File: src/rtl/wb_write_arbiter.sv
// wb_write_arbiter: merges a single-cycle ALU result stream (A) and a buffered
// long-latency result stream (B) into one registered register-file write per
// cycle, dropping x0 writes and briefly stalling the ALU so B cannot starve.
module wb_write_arbiter #(
    parameter int XLEN         = 64,
    parameter int DEPTH        = 4,
    parameter int STARVE_LIMIT = 8
) (
    input  logic                     clock,
    input  logic                     reset,
    input  logic                     a_valid,
    input  logic [4:0]               a_rd,
    input  logic [XLEN-1:0]          a_data,
    output logic                     alu_stall,
    input  logic                     b_valid,
    output logic                     b_ready,
    input  logic [4:0]               b_rd,
    input  logic [XLEN-1:0]          b_data,
    output logic                     regwrite,
    output logic [4:0]               write_reg,
    output logic [XLEN-1:0]          write_data,
    output logic [$clog2(DEPTH):0]   count
);

    localparam int AW = $clog2(DEPTH);
    localparam int CW = AW + 1;
    localparam int SW = $clog2(STARVE_LIMIT + 1);

    logic [4:0]      rdMem_q   [DEPTH];
    logic [XLEN-1:0] dataMem_q [DEPTH];

    logic [AW-1:0]   headPtr_q, headPtr_d;
    logic [AW-1:0]   tailPtr_q, tailPtr_d;
    logic [CW-1:0]   count_q,   count_d;
    logic [SW-1:0]   starveCnt_q, starveCnt_d;
    logic            stall_q,   stall_d;
    logic            regwrite_q, regwrite_d;
    logic [4:0]      writeReg_q, writeReg_d;
    logic [XLEN-1:0] writeData_q, writeData_d;

    logic            fifoNotEmpty;
    logic            aRequest;
    logic            push;
    logic            pop;
    logic [SW-1:0]   starveInc;

    // A full FIFO refuses a push outright, even if it pops in the same cycle,
    // so readiness depends only on the registered occupancy.
    assign b_ready      = (count_q != CW'(DEPTH));
    assign fifoNotEmpty = (count_q != '0);
    assign aRequest     = a_valid && (a_rd != 5'd0);
    assign push         = b_valid && b_ready && (b_rd != 5'd0);
    assign starveInc    = starveCnt_q + SW'(1);

    assign alu_stall  = stall_q;
    assign regwrite   = regwrite_q;
    assign write_reg  = writeReg_q;
    assign write_data = writeData_q;
    assign count      = count_q;

    // Per-cycle arbitration: forced B drain, then A, then B; also tracks how long B has waited.
    always_comb begin
        pop         = 1'b0;
        regwrite_d  = 1'b0;
        writeReg_d  = writeReg_q;
        writeData_d = writeData_q;
        starveCnt_d = '0;
        stall_d     = 1'b0;

        if (stall_q) begin
            pop = fifoNotEmpty;
        end else if (aRequest) begin
            regwrite_d  = 1'b1;
            writeReg_d  = a_rd;
            writeData_d = a_data;
            if (fifoNotEmpty) begin
                starveCnt_d = starveInc;
                stall_d     = (starveInc == SW'(STARVE_LIMIT));
            end
        end else begin
            pop = fifoNotEmpty;
        end

        if (pop) begin
            regwrite_d  = 1'b1;
            writeReg_d  = rdMem_q[headPtr_q];
            writeData_d = dataMem_q[headPtr_q];
        end
    end

    // FIFO pointer and occupancy bookkeeping; pointers wrap naturally at DEPTH.
    always_comb begin
        headPtr_d = pop  ? headPtr_q + AW'(1) : headPtr_q;
        tailPtr_d = push ? tailPtr_q + AW'(1) : tailPtr_q;
        count_d   = count_q;
        if (push && !pop) begin
            count_d = count_q + CW'(1);
        end else if (pop && !push) begin
            count_d = count_q - CW'(1);
        end
    end

    // Control state and the registered write port; reset discards anything in flight.
    always_ff @(posedge clock or negedge reset) begin
        if (!reset) begin
            headPtr_q   <= '0;
            tailPtr_q   <= '0;
            count_q     <= '0;
            starveCnt_q <= '0;
            stall_q     <= 1'b0;
            regwrite_q  <= 1'b0;
            writeReg_q  <= '0;
            writeData_q <= '0;
        end else begin
            headPtr_q   <= headPtr_d;
            tailPtr_q   <= tailPtr_d;
            count_q     <= count_d;
            starveCnt_q <= starveCnt_d;
            stall_q     <= stall_d;
            regwrite_q  <= regwrite_d;
            writeReg_q  <= writeReg_d;
            writeData_q <= writeData_d;
        end
    end

    // FIFO storage needs no reset: occupancy alone decides which entries are live.
    always_ff @(posedge clock) begin
        if (push) begin
            rdMem_q[tailPtr_q]   <= b_rd;
            dataMem_q[tailPtr_q] <= b_data;
        end
    end

endmodule

File: config.mk
export PLATFORM = sky130hd
export DESIGN_NAME = wb_write_arbiter
export DESIGN_NICKNAME = d
export VERILOG_FILES = /design/src/rtl/wb_write_arbiter.sv
export SDC_FILE = /design/constraint.sdc
export NUM_CORES = 1
export LEC_CHECK = 0
export CAP_MARGIN = 20
export CORE_MARGIN = 8
export CORE_UTILIZATION = 52
export DETAILED_ROUTE_END_ITERATION = 10
export PLACE_DENSITY = 0.78
export SYNTH_ARGS = -nofsm -noshare
export SYNTH_HDL_FRONTEND = slang
export SYNTH_SLANG_ARGS = --single-unit
File: constraint.sdc
create_clock -name clock -period 3.4 [get_ports clock]
set_input_delay 0.51 -clock clock [delete_from_list [all_inputs] [get_ports clock]]
set_output_delay 0.51 -clock clock [all_outputs]
set_load 0.02 [all_outputs]
Word level (Yosys, flattened, before mapping). Memories as Yosys holds them, arrays and structs flattened. Cells that the tools add are included.

Divide/modulo/power cells: 0. $mul: 0. Equal/unequal tests: 3. Bitwise logic cells: 0. Order comparisons: 0. Reductions and logical operators: 13. Add/subtract/negate cells: 5. Shifts and indexed selects: 0. Muxes and demuxes: 21.

Operator list (count): 64-bit two-way mux (3); 5-bit two-way mux (3); 4-bit two-way mux (3); 1-bit two-way mux (10); 5-bit nonzero test (2); 3-bit two-way mux (2); 1-bit logical AND (5); 2-bit by 1-bit adder with 2-bit output (second input constant) (2); 4-bit by 1-bit adder with 4-bit output (second input constant) (1); 4-bit == test (second input constant) (1); 2-bit nonzero test (2); 3-bit by 1-bit adder with 3-bit output (second input constant) (1); 3-bit != test (second input constant) (1); 3-bit nonzero test (1); 3-bit by 1-bit subtractor with 3-bit output (second input constant) (1); 1-bit zero test (2); 2-bit by 1-bit != test with 1-bit output (second input constant) (1); 2-bit AND reduction (1).

Latch bits: 0. Memories kept: 2. Output and inout bits: 75. Bits of input ports: 142. Logic and storage cells: 52. Bits in read-only memories: 0. Flip-flop bits (word level): 82. Memory bits (writable): 276.

Memory list: dataMem_q (words 4, bits a word 64, rd ports 1, clocked after memory_dff 0, wr ports 1, line 30) `logic [XLEN-1:0] dataMem_q [DEPTH];`; rdMem_q (words 4, bits a word 5, rd ports 1, clocked after memory_dff 0, wr ports 1, line 29) `logic [4:0] rdMem_q [DEPTH];`.

Logic depth before layout (Yosys ltp). Gate-level depths: netlist of run 1.

Depth in word-level cells: 7. Gate-level depth with buffers: 10. Depth with buffers taken out: 9.

Worst setup path after synthesis of run 1. No wires, ideal clock.

Kind: register -> register. From: register count_q[0], in the netlist count[0]. To: memory dataMem_q[0][0] (enable). Stages on the path, launching flop included: 5. Clock period less this slack: 3.190 ns. Buffers on the path: 0. Library setup time: 0.435 ns. Required time: 2.965 ns. Slack: 0.210 ns. Data arrival time: 2.755 ns. Cells stage by stage: dfrtp_1 nor2_1 nand2_1 o211a_1 and2_1.

Longest elaborated chain between the ends: 5.

Ends and longest elaborated chain: start, declared (line 34) `logic [CW-1:0] count_q, count_d;`; start signal, assigned (line 117) `count_q <= count_d;`; 3-bit != test (line 49) `assign b_ready = (count_q != CW'(DEPTH));`; net b_ready (line 16) `output logic b_ready,`; 1-bit logical AND (2 in a row) (line 52) `assign push = b_valid && b_ready && (b_rd != 5'd0);`; net push (line 43) `logic push;`; 1-bit two-way mux (line 128) `if (push) begin`; 1-bit two-way mux (not written as such) (line 130) `dataMem_q[tailPtr_q] <= b_data;`; end, declared (line 30).

The timed path passes the listed nets, and every way through them passes these cells.

Worst setup path after layout of run 1.
From: input b_rd[0]. To: register count_q[1], in the netlist count[1].

Elaborated cells on any way between the ends: 7. Those cells by class: mux: 1; reduce/logical: 6.

RTL lines: start, declared (line 17) `input logic [4:0] b_rd,`; 5-bit nonzero test (line 52); 1-bit logical AND (line 52); net push (line 43); 1-bit logical AND (line 96) `if (push && !pop) begin`; 3-bit two-way mux (line 96); net count_d[1] (line 34).

The timed path passes the listed nets, and every way through them passes these cells. A chain may end at the register's enable or synchronous reset.

==> results of run 1 <==
[cells in the mapped netlist, types with 2 or more instances]
cell	count	share of area, %
buf_2	11	0.40
nor2_1	69	1.9
a21oi_2	9	0.57
xor2_1	3	0.19
edfxtp_1	276	60
dfrtp_1	82	15
mux4_2	69	11
nand3_1	4	0.15
inv_1	3	0.082
buf_6	8	0.66
nand2_1	72	2.0
a21oi_1	125	4.6
xnor2_1	5	0.32
ha_1	7	0.64
clkbuf_1	26	0.71
and2_1	4	0.18
a32oi_1	2	0.13
and3_1	2	0.091
nor3_1	3	0.11
[final cells by class]
type / count / area (µm²) / area share, %
timing repair buffer: 233 / 2380 / 13.5
tap: 335 / 419 / 2.38
clock buffer: 54 / 1110 / 6.32
multi-input combinational: 385 / 3180 / 18.0
clock inverter: 13 / 164 / 0.931
inverter: 3 / 11.3 / 0.0639
sequential: 358 / 10300 / 58.8
[worst paths after layout]
check / slack, ps / start / cells past startpoint / to
max reg2reg: 1130 / count[0]$_DFFE_PN0P_ / 9 / count[2]$_DFFE_PN0P_
max: 950 / b_rd[0] / 7 / count[1]$_DFFE_PN0P_
min in group asynchronous: 530 / reset / 2 / write_data[53]$_DFFE_PN0P_
min: 510 / starveCnt_q[0]$_DFF_PN0_ / 1 / starveCnt_q[0]$_DFF_PN0_
min reg2reg: 510 / starveCnt_q[0]$_DFF_PN0_ / 1 / starveCnt_q[0]$_DFF_PN0_
max in group asynchronous: 2060 / reset / 3 / write_data[26]$_DFFE_PN0P_
[per-stage QoR]
| step | instances | worst slack [ps] | hold WS [ps] | cell area [µm²] |
|---|---|---|---|---|
| 2_1_floorplan | 792 | 210 | 214 | 13700 |
| 3_3_place_gp | 1313 | 449 | 491 | 16300 |
| 3_5_place_dp | 1313 | 431 | 505 | 16300 |
| 4_1_cts | 1381 | 906 | 513 | 17600 |
| 5_1_grt | 1381 | 845 | 528 | 17600 |
| 6_report | 1381 | 946 | 514 | 17600 |
[what timing repair did]
action                                 CTS  global route
resized for setup                        0             0
hold buffers                             1             0
setup endpoints to repair                0             0
endpoints found under the hold margin   36             0
[logic make-up (layout without fill, tap and decap cells)]
family | count (synthesis) | count (layout) | synth area share, %
flip-flops | 358 | 358 | 75.2
AO/OA/AOI/OAI | 139 | 139 | 5.44
buffers and inverters | 49 | 303 | 1.88
multiplexers | 71 | 71 | 11.5
AND/OR/NAND/NOR | 159 | 159 | 4.68
XOR/XNOR | 8 | 8 | 0.510
adder cells (fa/ha/maj) | 8 | 8 | 0.783
[where the power goes]
part	internal [µW]	switching [µW]
sequential	5820	652
combinational	2140	2200
clock	2580	1570
[routing by layer]
| metal | up-vias | global-route usage (%) |
|---|---|---|
| li1 | 3488 | - |
| met5 | - | 0 |
| met4 | 2 | 4.86 |
| met2 | 259 | 31.7 |
| met3 | 41 | 4.11 |
| met1 | 3890 | 24.3 |
[critical path, stage by stage]
cell,delay [ps]
clkdlybuf4s50_1,470
or4_1,540
o211a_1,320
ha_1,270
inv_1,70
fa_1,400
mux2_2,260
==> impl_metrics.py, run 1 <==
metrics = {
    "status": {
        "outcome": "finished clean",
    },
    "logic_synthesis": {
        "syn-num-nets": 942,
        "synthCells": 792,
        "yosysSeqAreaShare_pct": 75.2,
        "synth-edff-count": 276,
        "synth_seq_cells": 358,
        "synthDistinctLibCells": 31,
        "asyncSetResetFlopFracSynth_pct": 22.9,
        "netlist_area_um2": 13700,
        "synth_warnings": 0,
        "synth_area_per_cell_um2": 17.4,
        "ys.flop_type": "edfxtp_1",
    },
    "setup_path": {
        "crit_type": "input pin to flip-flop",
        "crit_required_ps": 3790,
        "cp.arrival_ps": 2840,
        "start_kind": "input pin",
        "cp-end-kind": "flip-flop",
        "critPathMaxFanout": 7,
    },
    "flow_run": {
        "maxCapViolCount": 0,
    },
    "floorplan": {
        "core_region_area_um2": 26000,
        "initial_utilization_pct": 52.9,
        "die_area_um2": 31900,
        "die_y_um": 179,
        "num_rows": 59,
        "io_pins": 217,
        "die_x_um": 179,
    },
    "clock_tree": {
        "insertion_delay_ps": 510,
        "cts_tree": "yes",
        "postCtsSetupRepairBufs": 0,
        "numCtsBuffers": 37,
        "root_buffer": "clkbuf_16",
        "clock_path_buffers": 3,
        "cts.sinks": 358,
        "h-tree-depth": 2,
        "clk_pin_slew_ps": 60,
    },
    "layout": {
        "fill_cells": 1710,
        "final_cell_mix": "276 x edfxtp_1, 215 x clkdlybuf4s50_1, 125 x a21oi_1",
        "syn_to_final_growth_pct": 28.1,
        "post-route-util_pct": 67.8,
        "largest_reg_flops": 256,
        "final_common_cell": "edfxtp_1",
        "top_register": "dataMem_q",
        "finalNetCount": 1168,
        "drive_gt1_share_pct": 15.5,
        "antenna_cells": 0,
    },
    "placed_design": {
        "io_buffers": 216,
        "hpwl_um": 18100,
        "gp_congestion": 0.707,
    },
    "route": {
        "wirelength_um": 29600,
        "viasPerCell": 5.56,
        "top_layer": "met5",
        "final_antenna_net_count": 0,
        "m1WireLength_um": 12300,
        "drc": 0,
        "drt_iter0_markers": 501,
        "drt-pass1-iter-count": 4,
        "dr_wl_met3_um": 1980,
        "routedWlPerCell_um": 21.4,
        "wl_met2_um": 14800,
        "vias": 7680,
    },
    "global_route": {
        "track_usage_pct": 18.7,
        "grt_pass1_vias": 8398,
        "antenna_found_initial": 1,
        "gr-total-overflow": 0,
        "grt_max_degree": 77,
        "grt_pass1_wl_um": 46300,
    },
    "power_and_ir_drop": {
        "powerDensity_nw_per_um2": 850,
        "irDropWorstVdd_uv": 543,
        "p_leak_uw": 0.00626,
        "p_total_uw": 15000,
    },
    "worst_hold_path": {
        "hp-class": "flip-flop to flip-flop",
    },
    "sta": {
        "final-max-slew-violation-count": 0,
        "rsz0062_at_grt": "false",
        "finalHoldViolations": 0,
        "finalSetupViolCount": 0,
        "maxSlewHeadroom_pct": 30.3,
        "tightest_slew_ps": 1050,
        "min_period_ps": 2450,
        "skew_ps": 9.75,
        "period_share_pct": 72.2,
        "tns_ps": 0,
        "fmax_mhz": 408,
    },
}
Power figures use the tool's default switching activity.
==> run 2, diff against run 1 <==
==> constraint.sdc (replaced) <==
create_clock -name clock -period 2.4 [get_ports clock]
set_input_delay 0.36 -clock clock [delete_from_list [all_inputs] [get_ports clock]]
set_output_delay 0.36 -clock clock [all_outputs]
set_load 0.02 [all_outputs]
==> run 2 against run 1 <==
Clock-buffer cell count did not move. First-iteration DRC count decreased by 0.20%. Worst hold slack lost 120 ps. Clock power is 32% higher. Wire length up 3.9%. Worst setup slack lost 830 ps. Clock skew is 7.2 ps higher. Non-clock buffer count up 27. Critical path type is now flip-flop to output port.
==> impl_metrics.py, run 2 (synthesis gave the netlist of run 1 again) <==
metrics = {
    "setup_path": {
        "r2r_start": "count[1]$_DFFE_PN0P_",
        "cp.arrival_ps": 1930,
        "reg2reg_depth": 8,
        "critPathMaxFanout": 4,
        "crit_type": "flip-flop to output port",
        "endpoint": "b_ready",
        "setup.worst_path.start": "count[0]$_DFFE_PN0P_",
        "start_kind": "flip-flop",
        "crit_required_ps": 2040,
        "rrSetupSlack_ps": 270,
        "cp-end-kind": "output port",
        "r2r_end": "count[2]$_DFFE_PN0P_",
    },
    "route": {
        "drt_iter0_markers": 500,
        "m1WireLength_um": 12600,
        "top_layer": "met5",
        "drt-pass1-iter-count": 6,
        "viasPerCell": 5.62,
        "drc": 0,
        "wl_met2_um": 15200,
        "vias": 7931,
        "wirelength_um": 30700,
        "final_antenna_net_count": 0,
        "dr_wl_met3_um": 2260,
        "routedWlPerCell_um": 21.8,
    },
    "power_and_ir_drop": {
        "p_total_uw": 21100,
        "irDropWorstVdd_uv": 694,
        "p_leak_uw": 0.00637,
        "powerDensity_nw_per_um2": 1190,
    },
    "clock_tree": {
        "cts.sinks": 358,
        "clock_path_buffers": 3,
        "cts_tree": "yes",
        "numCtsBuffers": 38,
        "clk_pin_slew_ps": 60,
        "root_buffer": "clkbuf_16",
        "insertion_delay_ps": 520,
        "postCtsSetupRepairBufs": 0,
        "h-tree-depth": 2,
    },
    "flow_run": {
        "maxCapViolCount": 0,
    },
    "floorplan": {
        "die_y_um": 179,
        "core_region_area_um2": 26000,
        "num_rows": 59,
        "io_pins": 217,
        "die_x_um": 179,
        "die_area_um2": 31900,
        "initial_utilization_pct": 52.9,
    },
    "layout": {
        "fill_cells": 1739,
        "syn_to_final_growth_pct": 29.5,
        "antenna_cells": 0,
        "final_common_cell": "edfxtp_1",
        "final_cell_mix": "276 x edfxtp_1, 215 x clkdlybuf4s50_1, 125 x a21oi_1",
        "finalNetCount": 1196,
        "largest_reg_flops": 256,
        "top_register": "dataMem_q",
        "drive_gt1_share_pct": 17.3,
    },
    "sta": {
        "skew_ps": 17.0,
        "fin_hold_ws_ps": 392,
        "tightest_slew_ps": 908,
        "fmax_mhz": 438,
        "finalHoldViolations": 0,
        "min_period_ps": 2290,
        "maxSlewHeadroom_pct": 39.5,
        "final-max-slew-violation-count": 0,
        "period_share_pct": 95.2,
        "rsz0062_at_grt": "false",
        "finalSetupViolCount": 0,
    },
    "placed_design": {
        "gp_congestion": 0.723,
        "io_buffers": 216,
        "hpwl_um": 19500,
    },
    "global_route": {
        "gr-total-overflow": 0,
        "grt_pass1_vias": 8577,
        "grt_max_degree": 72,
        "antenna_found_initial": 2,
        "grt_pass1_wl_um": 48400,
        "track_usage_pct": 19.7,
    },
    "worst_hold_path": {
        "hp-class": "input pin to async pin",
    },
    "status": {
        "outcome": "finished clean",
    },
}
run 2: power breakdown:
group / leakage [µW] / internal (µW) / total, µW / switching [µW]
Sequential: 0.00347 / 8250 / 8990 / 735
Combinational: 0.00233 / 3240 / 6640 / 3400
Clock: 0.000580 / 3210 / 5470 / 2260
run 2: stage by stage:
step	setup TNS [ps]	instance area [µm²]	utilization [%]	setup WS (ps)	std cells
after floorplan	-9750	13700	-	-35.3	792
after global placement	-18800	16600	63.9	-297	1340
after detailed placement	-28290	16600	63.9	-333	1340
after CTS	0	17800	68.5	96.3	1411
after global routing	0	17800	68.5	35.3	1411
final	0	17800	68.5	114	1411
run 2: layout make-up:
| cell class | count | area [µm²] | share of cell area (%) |
|---|---|---|---|
| flip-flops and latches | 358 | 10300 | 58.1 |
| clock buffers | 54 | 1100 | 6.21 |
| inverters | 3 | 11.3 | 0.0633 |
| multi-input cells | 385 | 3170 | 17.8 |
| well taps | 335 | 419 | 2.35 |
| clock inverters | 16 | 80.1 | 0.450 |
| repair buffers | 260 | 2670 | 15.0 |
run 2: routing by layer:
metal | vias up | global-route usage [%]
met5 | - | 0
met4 | 4 | 5.37
met1 | 4060 | 25.5
met2 | 263 | 32.6
met3 | 49 | 5.19
li1 | 3555 | -
run 2: worst min path at each step:
stage,from,to,slack [ps],depth (start not counted)
final,reset,write_data[57]$_DFFE_PN0P_,390,2
after global routing,a_data[4],write_data[4]$_DFFE_PN0P_,410,3
after CTS,reset,write_data[57]$_DFFE_PN0P_,380,2
after detailed placement,reset,write_data[57]$_DFFE_PN0P_,390,1
after global placement,reset,write_data[57]$_DFFE_PN0P_,380,1
after floorplan,reset,alu_stall$_DFF_PN0_,60,0
run 2: timing repair:
item / in CTS / in global routing
hold buffers: 1 / 0
gates resized for setup: 0 / 0
endpoints found under the setup margin: 0 / 0
endpoints found under the hold margin: 36 / 0
run 2: critical path, cell delays in order, from the launching register on:
cell             delay, ps
dfrtp_1                390
buf_4                  160
nor2_1                  50
nand2_1                170
clkdlybuf4s50_1        650
